## config.mk

```make
export PLATFORM = sky130hd
export DESIGN_NAME = uart_bus_master_flat
export DESIGN_NICKNAME = d
export VERILOG_FILES = /design/src/rtl/uart_bus_master_if.sv /design/src/rtl/uart_bus_master.sv /design/src/flat_wrapper.sv
export SDC_FILE = /design/constraint.sdc
export NUM_CORES = 1
export LEC_CHECK = 0
export CORE_ASPECT_RATIO = 1.5
export CORE_MARGIN = 10
export CORE_UTILIZATION = 59
export CTS_BUF_LIST = sky130_fd_sc_hd__clkbuf_4 sky130_fd_sc_hd__clkbuf_8
export DETAILED_ROUTE_END_ITERATION = 8
export PLACE_DENSITY = 0.8
export SLEW_MARGIN = 5
export SYNTH_ARGS = -nofsm -noshare
export SYNTH_HDL_FRONTEND = slang
export SYNTH_SLANG_ARGS = --single-unit
```

## constraint.sdc

```tcl
create_clock -name clk -period 8.3 [get_ports clk]
set_input_delay 0.83 -clock clk [delete_from_list [all_inputs] [get_ports clk]]
set_output_delay 0.83 -clock clk [all_outputs]
set_load 0.01 [all_outputs]
```

## src/rtl/uart_bus_master_if.sv

```systemverilog
// Single-transfer memory bus seen from a bus initiator: request/grant handshake
// plus one-cycle Read/Write strobes with address, write data and combinational read data.
interface uart_bus_master_if;
  logic        bus_req;
  logic        bus_gnt;
  logic        Read;
  logic        Write;
  logic [31:0] Address;
  logic [31:0] Write_data;
  logic [31:0] Read_data;

  modport master (
    output bus_req, Read, Write, Address, Write_data,
    input  bus_gnt, Read_data
  );

  modport slave (
    input  bus_req, Read, Write, Address, Write_data,
    output bus_gnt, Read_data
  );
endinterface

```

## src/rtl/uart_bus_master.sv

```systemverilog
// UART debug initiator: 'R'/'W' command packets on rx become single bus transfers, answered on tx.
// Bus access 1 cycle after grant, response starts the next cycle; rx bytes are dropped while busy.
module uart_bus_master #(
  parameter int CLK_FREQ       = 110000000,
  parameter int BAUD_RATE      = 115200,
  parameter int TIMEOUT_CYCLES = 11000000
) (
  input  logic               clk,
  input  logic               reset,
  input  logic               rx,
  output logic               tx,
  output logic               busy,
  uart_bus_master_if.master  bus
);

  localparam int DIV  = CLK_FREQ / BAUD_RATE;
  localparam int HALF = DIV / 2;
  localparam int CW   = $clog2(DIV + 1);
  localparam int TW   = $clog2(TIMEOUT_CYCLES + 1);

  localparam logic [CW-1:0] DIV_M1  = CW'(DIV - 1);
  localparam logic [CW-1:0] HALF_M1 = CW'(HALF - 1);
  localparam logic [TW-1:0] TO_M1   = TW'(TIMEOUT_CYCLES - 1);

  localparam logic [7:0] OP_READ  = 8'h52;
  localparam logic [7:0] OP_WRITE = 8'h57;
  localparam logic [7:0] ACK_BYTE = 8'h4B;

  // ---------------------------------------------------------------- receiver
  typedef enum logic [1:0] {RX_IDLE, RX_START, RX_DATA, RX_STOP} rx_state_t;

  rx_state_t      rx_state_q, rx_state_d;
  logic           rx_s1_q, rx_s2_q, rx_prev_q;
  logic [CW-1:0]  rx_cnt_q, rx_cnt_d;
  logic [2:0]     rx_bit_q, rx_bit_d;
  logic [7:0]     rx_sh_q, rx_sh_d;
  logic           rx_vld_q, rx_vld_d;

  always_ff @(posedge clk or posedge reset) begin
    if (reset) begin
      rx_s1_q    <= 1'b1;
      rx_s2_q    <= 1'b1;
      rx_prev_q  <= 1'b1;
      rx_state_q <= RX_IDLE;
      rx_cnt_q   <= '0;
      rx_bit_q   <= '0;
      rx_sh_q    <= '0;
      rx_vld_q   <= 1'b0;
    end else begin
      rx_s1_q    <= rx;
      rx_s2_q    <= rx_s1_q;
      rx_prev_q  <= rx_s2_q;
      rx_state_q <= rx_state_d;
      rx_cnt_q   <= rx_cnt_d;
      rx_bit_q   <= rx_bit_d;
      rx_sh_q    <= rx_sh_d;
      rx_vld_q   <= rx_vld_d;
    end
  end

  always_comb begin
    rx_state_d = rx_state_q;
    rx_cnt_d   = rx_cnt_q;
    rx_bit_d   = rx_bit_q;
    rx_sh_d    = rx_sh_q;
    rx_vld_d   = 1'b0;
    case (rx_state_q)
      RX_IDLE: begin
        if (rx_prev_q && !rx_s2_q) begin
          rx_state_d = RX_START;
          rx_cnt_d   = '0;
        end
      end
      RX_START: begin
        if (rx_cnt_q == HALF_M1) begin
          rx_cnt_d   = '0;
          rx_bit_d   = '0;
          // Line back high at mid start bit: treat as noise, not a frame.
          rx_state_d = rx_s2_q ? RX_IDLE : RX_DATA;
        end else begin
          rx_cnt_d = rx_cnt_q + 1'b1;
        end
      end
      RX_DATA: begin
        if (rx_cnt_q == DIV_M1) begin
          rx_cnt_d = '0;
          rx_sh_d  = {rx_s2_q, rx_sh_q[7:1]};
          rx_bit_d = rx_bit_q + 3'd1;
          if (rx_bit_q == 3'd7) rx_state_d = RX_STOP;
        end else begin
          rx_cnt_d = rx_cnt_q + 1'b1;
        end
      end
      RX_STOP: begin
        if (rx_cnt_q == DIV_M1) begin
          rx_cnt_d   = '0;
          rx_vld_d   = rx_s2_q;
          rx_state_d = RX_IDLE;
        end else begin
          rx_cnt_d = rx_cnt_q + 1'b1;
        end
      end
      default: rx_state_d = RX_IDLE;
    endcase
  end

  // -------------------------------------------------------- command engine
  typedef enum logic [2:0] {IDLE, ADDR, DATA, REQ, ACCESS, SEND} state_t;

  state_t         state_q, state_d;
  logic           is_wr_q, is_wr_d;
  logic [1:0]     byte_cnt_q, byte_cnt_d;
  logic [TW-1:0]  to_cnt_q, to_cnt_d;
  logic [31:0]    addr_sh_q, addr_sh_d;
  logic [31:0]    data_sh_q, data_sh_d;
  logic [31:0]    addr_q, addr_d;
  logic [31:0]    wdata_q, wdata_d;
  logic [31:0]    txbuf_q, txbuf_d;
  logic [1:0]     bytes_left_q, bytes_left_d;
  logic [9:0]     frame_q, frame_d;
  logic [3:0]     tx_bit_q, tx_bit_d;
  logic [CW-1:0]  tx_cnt_q, tx_cnt_d;
  logic [7:0]     first_byte;

  always_ff @(posedge clk or posedge reset) begin
    if (reset) begin
      state_q      <= IDLE;
      is_wr_q      <= 1'b0;
      byte_cnt_q   <= '0;
      to_cnt_q     <= '0;
      addr_sh_q    <= '0;
      data_sh_q    <= '0;
      addr_q       <= '0;
      wdata_q      <= '0;
      txbuf_q      <= '0;
      bytes_left_q <= '0;
      frame_q      <= '1;
      tx_bit_q     <= '0;
      tx_cnt_q     <= '0;
    end else begin
      state_q      <= state_d;
      is_wr_q      <= is_wr_d;
      byte_cnt_q   <= byte_cnt_d;
      to_cnt_q     <= to_cnt_d;
      addr_sh_q    <= addr_sh_d;
      data_sh_q    <= data_sh_d;
      addr_q       <= addr_d;
      wdata_q      <= wdata_d;
      txbuf_q      <= txbuf_d;
      bytes_left_q <= bytes_left_d;
      frame_q      <= frame_d;
      tx_bit_q     <= tx_bit_d;
      tx_cnt_q     <= tx_cnt_d;
    end
  end

  always_comb begin
    state_d      = state_q;
    is_wr_d      = is_wr_q;
    byte_cnt_d   = byte_cnt_q;
    to_cnt_d     = to_cnt_q;
    addr_sh_d    = addr_sh_q;
    data_sh_d    = data_sh_q;
    addr_d       = addr_q;
    wdata_d      = wdata_q;
    txbuf_d      = txbuf_q;
    bytes_left_d = bytes_left_q;
    frame_d      = frame_q;
    tx_bit_d     = tx_bit_q;
    tx_cnt_d     = tx_cnt_q;
    first_byte   = is_wr_q ? ACK_BYTE : bus.Read_data[31:24];
    case (state_q)
      IDLE: begin
        if (rx_vld_q && (rx_sh_q == OP_READ || rx_sh_q == OP_WRITE)) begin
          is_wr_d    = (rx_sh_q == OP_WRITE);
          byte_cnt_d = '0;
          to_cnt_d   = '0;
          state_d    = ADDR;
        end
      end
      ADDR: begin
        if (rx_vld_q) begin
          // Shadow register so an aborted packet leaves Address untouched.
          addr_sh_d  = {addr_sh_q[23:0], rx_sh_q};
          byte_cnt_d = byte_cnt_q + 2'd1;
          to_cnt_d   = '0;
          if (byte_cnt_q == 2'd3) begin
            if (is_wr_q) begin
              state_d = DATA;
            end else begin
              addr_d  = {addr_sh_q[23:0], rx_sh_q};
              state_d = REQ;
            end
          end
        end else if (to_cnt_q == TO_M1) begin
          state_d = IDLE;
        end else begin
          to_cnt_d = to_cnt_q + 1'b1;
        end
      end
      DATA: begin
        if (rx_vld_q) begin
          data_sh_d  = {data_sh_q[23:0], rx_sh_q};
          byte_cnt_d = byte_cnt_q + 2'd1;
          to_cnt_d   = '0;
          if (byte_cnt_q == 2'd3) begin
            addr_d  = addr_sh_q;
            wdata_d = {data_sh_q[23:0], rx_sh_q};
            state_d = REQ;
          end
        end else if (to_cnt_q == TO_M1) begin
          state_d = IDLE;
        end else begin
          to_cnt_d = to_cnt_q + 1'b1;
        end
      end
      REQ: begin
        if (bus.bus_gnt) state_d = ACCESS;
      end
      ACCESS: begin
        frame_d      = {1'b1, first_byte, 1'b0};
        tx_bit_d     = '0;
        tx_cnt_d     = '0;
        txbuf_d      = is_wr_q ? 32'h0 : {bus.Read_data[23:0], 8'h00};
        bytes_left_d = is_wr_q ? 2'd0 : 2'd3;
        state_d      = SEND;
      end
      SEND: begin
        if (tx_cnt_q == DIV_M1) begin
          tx_cnt_d = '0;
          if (tx_bit_q == 4'd9) begin
            // Next frame's start bit follows the stop bit with no idle gap.
            if (bytes_left_q != 2'd0) begin
              frame_d      = {1'b1, txbuf_q[31:24], 1'b0};
              txbuf_d      = {txbuf_q[23:0], 8'h00};
              bytes_left_d = bytes_left_q - 2'd1;
              tx_bit_d     = '0;
            end else begin
              frame_d = '1;
              state_d = IDLE;
            end
          end else begin
            frame_d  = {1'b1, frame_q[9:1]};
            tx_bit_d = tx_bit_q + 4'd1;
          end
        end else begin
          tx_cnt_d = tx_cnt_q + 1'b1;
        end
      end
      default: state_d = IDLE;
    endcase
  end

  assign tx             = frame_q[0];
  assign busy           = (state_q != IDLE);
  assign bus.bus_req    = (state_q == REQ) || (state_q == ACCESS);
  assign bus.Read       = (state_q == ACCESS) && !is_wr_q;
  assign bus.Write      = (state_q == ACCESS) && is_wr_q;
  assign bus.Address    = addr_q;
  assign bus.Write_data = wdata_q;

endmodule
```

## src/flat_wrapper.sv

```systemverilog
// flat-port wrapper written by rule: the top's interface ports become plain ports
module uart_bus_master_flat 
#(
  parameter int CLK_FREQ       = 110000000,
  parameter int BAUD_RATE      = 115200,
  parameter int TIMEOUT_CYCLES = 11000000
)
  (clk, reset, rx, tx, busy, bus_bus_req, bus_Read, bus_Write, bus_Address, bus_Write_data, bus_bus_gnt, bus_Read_data);
  uart_bus_master_if bus_i ();
  input  logic clk;
  input  logic reset;
  input  logic rx;
  output logic tx;
  output logic busy;
  output wire logic [$bits(bus_i.bus_req)-1:0] bus_bus_req;
  output wire logic [$bits(bus_i.Read)-1:0] bus_Read;
  output wire logic [$bits(bus_i.Write)-1:0] bus_Write;
  output wire logic [$bits(bus_i.Address)-1:0] bus_Address;
  output wire logic [$bits(bus_i.Write_data)-1:0] bus_Write_data;
  input wire logic [$bits(bus_i.bus_gnt)-1:0] bus_bus_gnt;
  input wire logic [$bits(bus_i.Read_data)-1:0] bus_Read_data;
  assign bus_bus_req = bus_i.bus_req;
  assign bus_Read = bus_i.Read;
  assign bus_Write = bus_i.Write;
  assign bus_Address = bus_i.Address;
  assign bus_Write_data = bus_i.Write_data;
  assign bus_i.bus_gnt = bus_bus_gnt;
  assign bus_i.Read_data = bus_Read_data;
  uart_bus_master #(.CLK_FREQ(CLK_FREQ), .BAUD_RATE(BAUD_RATE), .TIMEOUT_CYCLES(TIMEOUT_CYCLES)) u_core (.clk(clk), .reset(reset), .rx(rx), .tx(tx), .busy(busy), .bus(bus_i));
endmodule
```

======== Yosys cells after proc, flatten, opt, wreduce, memory -nomap -nowiden ========
Index checks and enable logic that the tools add are counted.
operators by class
  eq/ne operators ......................... 38
  reductions and logical operators ........ 32
  multiplexer cells ....................... 62
  $add $sub $neg .......................... 7
operator list
  kind                                                   count
  two-way mux 32 bit                                     9
  case mux 32 bit (2 select lines)                       2
  two-way mux 24 bit                                     3
  two-way mux 10 bit                                     5
  case mux 24 bit (2 select lines)                       1
  case mux 10 bit (2 select lines)                       2
  two-way mux 3 bit                                      12
  case mux 10 bit (3 select lines)                       1
  inequality test 2 x 1 -> 1 bit, second input constant  14
  adder 24 x 1 -> 24 bit, second input constant          1
  == test 24 bit, second input constant                  1
  two-way mux 2 bit                                      12
  adder 10 x 1 -> 10 bit, second input constant          2
  == test 10 bit, second input constant                  2
  two-way mux 9 bit                                      2
  case mux 3 bit (6 select lines)                        1
  == test 8 x 7 -> 1 bit, second input constant          2
  AND reduction 3 bit                                    5
  two-way mux 4 bit                                      3
  == test 10 x 9 -> 1 bit, second input constant         1
  AND reduction 2 bit                                    5
  nonzero test 2 bit                                     5
  == test 3 bit, second input constant                   3
  inequality test 3 bit, second input constant           3
  other kinds (28)                                       42
word-level totals
  flip-flop bits (word level) ............. 235
  word-level logic and storage cells ...... 160
  bits of input ports ..................... 36
  output and inout bits ................... 69

======== Logic depth before layout (Yosys ltp) ========
Gate-level depths: netlist of the first run.
  depth after elaboration ................. 5
  depth in mapped cells ................... 9
  mapped depth without buffers ............ 7

======== Worst setup path after synthesis of the first run ========
OpenSTA, ideal clock, no wires.
  kind .................................... reg-to-output
  start ................................... reg u_core.state_q[1]
  end ..................................... out bus_Read
  buffers on the path ..................... 2
  cell stages (with the launch flop) ...... 5
  data arrival time ....................... 1.107 ns
  path slack .............................. 6.363 ns
  path through ............................ dfrtp_1 -> buf_6 -> nand2b_1 -> clkbuf_1 -> nor3_1
on the way
  word-level cells in the longest chain between the ends .. 2
ends and longest elaborated chain
  element                 RTL line                text
  start, declared         uart_bus_master.sv:110  state_t state_q, state_d;
  start signal, assigned  uart_bus_master.sv:141  state_q <= state_d;
  == test 3 bit           uart_bus_master.sv:257  assign bus.Read = (state_q == ACCESS) && !is_wr_q;
  logical AND 1 bit       uart_bus_master.sv:257
  end, declared           flat_wrapper.sv:16      output wire logic [$bits(bus_i.Read)-1:0] bus_Read;
No other way between the ends.

======== Worst setup path in the final report of the first run ========
  start ................................... reg u_core.state_q[2]
  end ..................................... out bus_bus_req
on the way
  word-level cells in the longest chain between the ends .. 2
  elaborated cells between the ends (all ways) .. 3
  those cells by class .................... 2 x eq/ne; 1 x reduce/logical
ends and longest elaborated chain
  element                                                         RTL line                text
  == test 3 x 2 -> 1 bit / == test 3 bit (equally long branches)  uart_bus_master.sv:256  assign bus.bus_req = (state_q == REQ) || (state_q == ACCESS);
  logical OR 1 bit (*)                                            uart_bus_master.sv:256
  end, declared                                                   flat_wrapper.sv:15      output wire logic [$bits(bus_i.bus_req)-1:0] bus_bus_req;
Mark *: on every way between the ends. The rest lies on a longest branch, timed or not.

==> results of run 1 <==
## cell type report
| type | instances | area (µm²) |
|---|---|---|
| sequential | 226 | 5670 |
| fill | 1260 | 5070 |
| multi-input combinational | 637 | 4440 |
| timing repair buffer | 112 | 1100 |
| clock buffer | 56 | 702 |
| tap | 213 | 267 |
| inverter | 18 | 75.1 |
| clock inverter | 4 | 20.0 |
## worst paths after layout
| check | start | to | slack, ns | depth (start not counted) |
|---|---|---|---|---|
| max | u_core.state_q[2]$_DFFE_PP0P_ | bus_bus_req | 5.00 | 3 |
| min | u_core.rx_s1_q$_DFF_PP1_ | u_core.rx_s2_q$_DFF_PP1_ | 0.36 | 0 |
| max reg2reg | u_core.state_q[0]$_DFFE_PP0P_ | u_core.to_cnt_q[12]$_DFFE_PP0P_ | 5.49 | 5 |
| min reg2reg | u_core.rx_s1_q$_DFF_PP1_ | u_core.rx_s2_q$_DFF_PP1_ | 0.36 | 0 |
| max in group asynchronous | reset | u_core.bus.Write_data[27]$_DFFE_PP0P_ | 5.81 | 3 |
| min in group asynchronous | reset | u_core.rx_sh_q[5]$_DFFE_PP0P_ | 0.99 | 2 |
## kinds of logic (layout without fill, tap and decap cells)
kind of cell | after synthesis | after routing | share of synthesized area, %
fa+ha+maj | 16 | 16 | 1.93
buf+inv | 65 | 190 | 2.78
simple gates | 271 | 271 | 13.1
compound gates | 204 | 204 | 12.3
flops | 226 | 226 | 54.6
mux | 133 | 133 | 14.0
xor+xnor | 13 | 13 | 1.17
## sequential cells by signal, summed over array words and instances, names as in the netlist, named ones only
register and flops:
u_core.is_wr_q 1, u_core.bus.Address 32, u_core.rx_vld_q 1, u_core.txbuf_q 24, u_core.rx_cnt_q 10, u_core.bytes_left_q 2
u_core.tx_cnt_q 10, u_core.bus.Write_data 32, u_core.rx_s1_q 1, u_core.rx_state_q 1, u_core.rx_bit_q 3, u_core.data_sh_q 24
u_core.addr_sh_q 32, u_core.rx_prev_q 1, u_core.rx_s2_q 1, u_core.to_cnt_q 24, u_core.tx_bit_q 4, u_core.state_q 3
u_core.byte_cnt_q 2, u_core.frame_q 9, u_core.rx_sh_q 8
## metrics by stage
step | power (mW) | instance area (µm²)
2_1_floorplan | 1.55 | 10400
3_3_place_gp | 1.63 | 11600
3_5_place_dp | 1.65 | 11600
4_1_cts | 2.60 | 12300
5_1_grt | 2.72 | 12300
6_report | 2.58 | 12300
## synthesized netlist by cell type (4+ instances only)
master | number | area, µm²
o31ai_1 | 10 | 75.1
nand4_1 | 7 | 43.8
mux2i_1 | 36 | 360
or3_1 | 12 | 75.1
xnor2_1 | 4 | 35.0
nor2_1 | 23 | 86.3
o21ai_1 | 7 | 35.0
dfstp_2 | 12 | 315
inv_1 | 18 | 67.6
a21oi_1 | 27 | 135
a2111o_1 | 7 | 78.8
nand2_1 | 136 | 510
nand3_1 | 25 | 125
o2111ai_1 | 8 | 70.1
nand4bb_1 | 4 | 45.0
buf_2 | 24 | 120
mux2_2 | 94 | 1060
and3_1 | 12 | 75.1
nor3_1 | 10 | 50.1
ha_1 | 16 | 200
nand2b_1 | 8 | 50.1
a31oi_1 | 4 | 25.0
xor2_1 | 8 | 70.1
dfrtp_1 | 214 | 5360
a22oi_1 | 16 | 120
clkbuf_1 | 18 | 67.6
o21ai_0 | 102 | 510
o211ai_1 | 6 | 45.0
## layer usage
layer	track usage [%]	up-vias	part of all wire [%]
li1	-	3534	-
met1	21.6	3597	39
met2	33.0	187	53
met3	4.24	41	5.8
met4	5.96	2	2.3
met5	0	-	0.045
## power groups by stage
| stage | Combinational [mW] | Sequential (mW) | Clock [mW] |
|---|---|---|---|
| finish | 0.317 | 1.31 | 0.947 |
| detailed placement | 0.319 | 1.33 | 0 |
| CTS | 0.321 | 1.31 | 0.967 |
| global placement | 0.307 | 1.32 | 0 |
| global route | 0.370 | 1.33 | 1.02 |
| floorplan | 0.242 | 1.31 | 0 |
## worst max-delay path: cells and delay by family, from the launching register on
kind / cells / cell delay, ns
DFF: 1 / 0.64
AOI/OAI and AO/OA: 1 / 0.33
buffers and inverters: 1 / 0.63
and+or+nand+nor: 1 / 0.36
==> flow_summary.ini, run 1 <==
[global_route]
grt_overflow = 0
grt_pass1_wl_um = 36600
grt_pass1_vias = 7369
grt_use_total_pct = 18.6
antenna_found_initial = 1
grt_max_degree = 158

[detailed_routing]
dr.pass1.iters = 4
routed-via-count = 7361
drt-total-wl_um = 22000
drc_errors = 0
drt_first_iter_violations = 412
routed_via_density = 5.81
ant_nets = 0
wl_per_cell_um = 17.4

[finish]
fin_util_pct = 70.8
final_cells = 1266
drive_gt1_share_pct = 18.9
final_cell_mix = 214 x dfrtp_1, 136 x nand2_1, 104 x clkdlybuf4s50_1, 102 x o21ai_0, 94 x mux2_2
n_antenna_cell = 0
area_growth_pct = 18.2
layout.nets = 1082
layout.cells.most_common = dfrtp_1

[clocking]
postCtsSetupBuffers = 0
numCtsBuffers = 35
clkTransAtPathRegs_ns = 0.06
htreeDepth = 2
ctsResizeCount = 0
hold_buffers = 0
clk_path_buf_depth = 3
worstSkewPairLatency_ns = 0.51
cts_root_buf = clkbuf_8
tritoncts = yes
clock_sinks = 226

[timing]
setup_slack_ns = 5.00
rsz0062_at_grt = false
setup_viol = 0
final.setup.tns_ns = 0
fin_skew_ns = 0.0256
final_hold_viol_count = 0
period_minus_slack_ns = 3.30
relSlewSlack_pct = 24.5
max_freq_mhz = 303
fin_hold_ws_ns = 0.356
final_max_slew_viol_count = 0
finalCritPeriodShare_pct = 39.8
worst_slew_pin_slew_ns = 1.12

[yosys]
syn-cell-area_um2 = 10400
seq_area_frac_synth_pct = 54.6
syn_inst = 928
synth-edff-count = 0
syn_avg_cell_area_um2 = 11.2
async_flop_share_pct = 100
yosys_warnings = 0
synthFlopType = dfrtp_1
synth-seq-cells = 226
synth_fp_nets = 980
yosysUniqueCellTypes = 68

[floorplan]
io_pins = 105
die_w_um = 128
dieArea_um2 = 23400
start_util_pct = 59.9
rows = 59
core_area_um2 = 17300
die_height_um = 182

[placement]
portBuffers = 104
gp_congestion = 0.843
dpl_worst_slack_ns = 5.19
post-place-cells = 1206
hpwl_um = 15000

[outcome]
outcome = complete, no violations

[worst_setup_path]
path_class = reg2out
crit_required_ns = 7.47
cpMaxStageDelayCell = dfrtp_1
critPathMaxFanout = 13
worstPathArrival_ns = 2.47
crit_path_cell_trace = nand2b_1 > o22ai_1 > clkdlybuf4s50_1
crit_path_end_kind = primary output
cp-start-kind = register
cpPeakStageDelay_ns = 0.64

[pwr]
power.leakage_nw = 5.61
ir_worst_vdd_mv = 0.228
p_switching_mw = 0.681
p_per_area_nw_per_um2 = 210
intPower_mw = 1.90
seqPwrFrac_pct = 50.9
clkPwrFrac_pct = 36.8
power_frac_comb_pct = 12.3
p_sw_share_pct = 26.4

[min_path]
hold_class = reg2reg

[flow_run]
cap_violations = 0
(Power assumes the default switching activity.)
==> inputs of run 2 (changes only) <==
--- a/config.mk
+++ b/config.mk
@@ -7,10 +7,10 @@
 export LEC_CHECK = 0
 export CORE_ASPECT_RATIO = 1.5
 export CORE_MARGIN = 10
-export CORE_UTILIZATION = 59
+export CORE_UTILIZATION = 53
 export CTS_BUF_LIST = sky130_fd_sc_hd__clkbuf_4 sky130_fd_sc_hd__clkbuf_8
 export DETAILED_ROUTE_END_ITERATION = 8
-export PLACE_DENSITY = 0.8
+export PLACE_DENSITY = 0.76
 export SLEW_MARGIN = 5
 export SYNTH_ARGS = -nofsm -noshare
 export SYNTH_HDL_FRONTEND = slang
==> constraint.sdc (replaced) <==
create_clock -name clk -period 3 [get_ports clk]
set_input_delay 0.3 -clock clk [delete_from_list [all_inputs] [get_ports clk]]
set_output_delay 0.3 -clock clk [all_outputs]
set_load 0.01 [all_outputs]
==> run 2 against run 1 <==
Effect of this change:
- sequential cell count unchanged
- sequential power grew to 2.8 times the previous value
- design area up 1.2%
- largest cell class unchanged
- highest routed layer is now met4
==> flow_summary.ini, run 2 (synthesized netlist as in run 1, its figures left out) <==
[worst_setup_path]
path_class = reg2out
cp-start-kind = register
critPathMaxFanout = 13
crit_required_ns = 2.70
worstPathArrival_ns = 2.52
crit_path_end_kind = primary output

[finish]
drive_gt1_share_pct = 19.4
layout.cells.most_common = dfrtp_1
n_antenna_cell = 0
final_cell_mix = 214 x dfrtp_1, 136 x nand2_1, 104 x clkdlybuf4s50_1, 102 x o21ai_0, 94 x mux2_2
area_growth_pct = 19.7
final_cells = 1316
stdcell_area_um2 = 12400
layout.nets = 1091

[detailed_routing]
ant_nets = 0
dr.pass1.iters = 5
drt_first_iter_violations = 291
drt-total-wl_um = 22400
routed-via-count = 7310
drc_errors = 0
routed_via_density = 5.55
wl_per_cell_um = 17.0

[floorplan]
die_w_um = 134
die_height_um = 191
rows = 62
core_area_um2 = 19200
io_pins = 105
start_util_pct = 54.0
dieArea_um2 = 25700

[global_route]
grt_max_degree = 129
grt_pass1_wl_um = 38300
grt_use_total_pct = 17.8
grt_overflow = 0
antenna_found_initial = 0
grt_pass1_vias = 7598

[clocking]
clock_sinks = 226
numCtsBuffers = 35
hold_buffers = 0
htreeDepth = 2
ctsResizeCount = 0
worstSkewPairLatency_ns = 0.51
clkTransAtPathRegs_ns = 0.07
clk_path_buf_depth = 3
cts_root_buf = clkbuf_8
postCtsSetupBuffers = 0
tritoncts = yes

[timing]
max_freq_mhz = 355
final.setup.tns_ns = 0
setup_viol = 0
finalCritPeriodShare_pct = 93.9
period_minus_slack_ns = 2.82
fin_hold_ws_ns = 0.114
fin_skew_ns = 0.0190
worst_slew_pin_slew_ns = 1.02
final_hold_viol_count = 0
relSlewSlack_pct = 31.6
rsz0062_at_grt = false
final_max_slew_viol_count = 0

[min_path]
hold_class = in2async

[pwr]
ir_worst_vdd_mv = 0.451
power.leakage_nw = 5.64
power_mw = 7.16
p_per_area_nw_per_um2 = 576

[outcome]
outcome = complete, no violations

[placement]
dpl_cell_area_um2 = 11700
portBuffers = 104
hpwl_um = 15600
post-place-cells = 1258
gp_congestion = 0.833

[flow_run]
cap_violations = 0
==> run 2: changes by cell type in the layout (fill, tap and decap cells not counted), sizes merged <==
cell / delta
buf: +9
clkbuf: -5
clkinvlp: +4
bufinv: +1
clkinv: -1
inv: -1
==> run 2: worst max-delay path, cell delays in order, from the launching register on <==
cell	delay (ns)
dfrtp_1	0.64
nand2b_1	0.36
o22ai_1	0.40
clkdlybuf4s50_1	0.61
==> run 2: area by class of cell <==
cell class	instances	area [µm²]
Fill cell	1562	6810
Inverter	18	71.3
Multi-Input combinational cell	637	4440
Tap cell	256	320
Sequential cell	226	5670
Clock buffer	51	658
Timing Repair Buffer	121	1190
Clock inverter	7	67.6
==> run 2: per-stage QoR <==
| step | util [%] | worst slack, ns |
|---|---|---|
| after CTS | 64.6 | 0.180 |
| after global placement | 60.8 | 0.716 |
| final | 64.6 | 0.184 |
| after floorplan | - | -0.242 |
| after global routing | 64.6 | 0.00180 |
| after detailed placement | 60.8 | 0.608 |
==> run 2: path summary, 6_finish.rpt <==
path,from,to,slack [ns],cells past startpoint
worst min-delay path,reset,u_core.bus.Address[0]$_DFFE_PP0P_,0.11,2
min in group clk,rx,u_core.rx_s1_q$_DFF_PP1_,0.20,1
worst max register to register,u_core.bytes_left_q[0]$_DFFE_PP0P_,u_core.bytes_left_q[1]$_DFFE_PP0P_,0.61,8
max in group asynchronous,reset,u_core.txbuf_q[12]$_DFFE_PP0P_,1.93,3
worst min register to register,u_core.rx_s1_q$_DFF_PP1_,u_core.rx_s2_q$_DFF_PP1_,0.35,0
worst max-delay path,u_core.state_q[2]$_DFFE_PP0P_,bus_bus_req,0.18,3
==> run 2: layer usage <==
metal  GRT usage (%)  vias up  part of all wire [%]
met5               0        -                     0
met4            5.79        0                   2.2
met3            3.52       40                   4.5
met2            32.3      155                    53
met1            20.3     3574                    40
li1                -     3541                     -
==> run 2: where the power goes <==
part	switching (mW)	internal (mW)
Sequential	0.226	3.40
Clock	1.16	1.49
Combinational	0.507	0.370
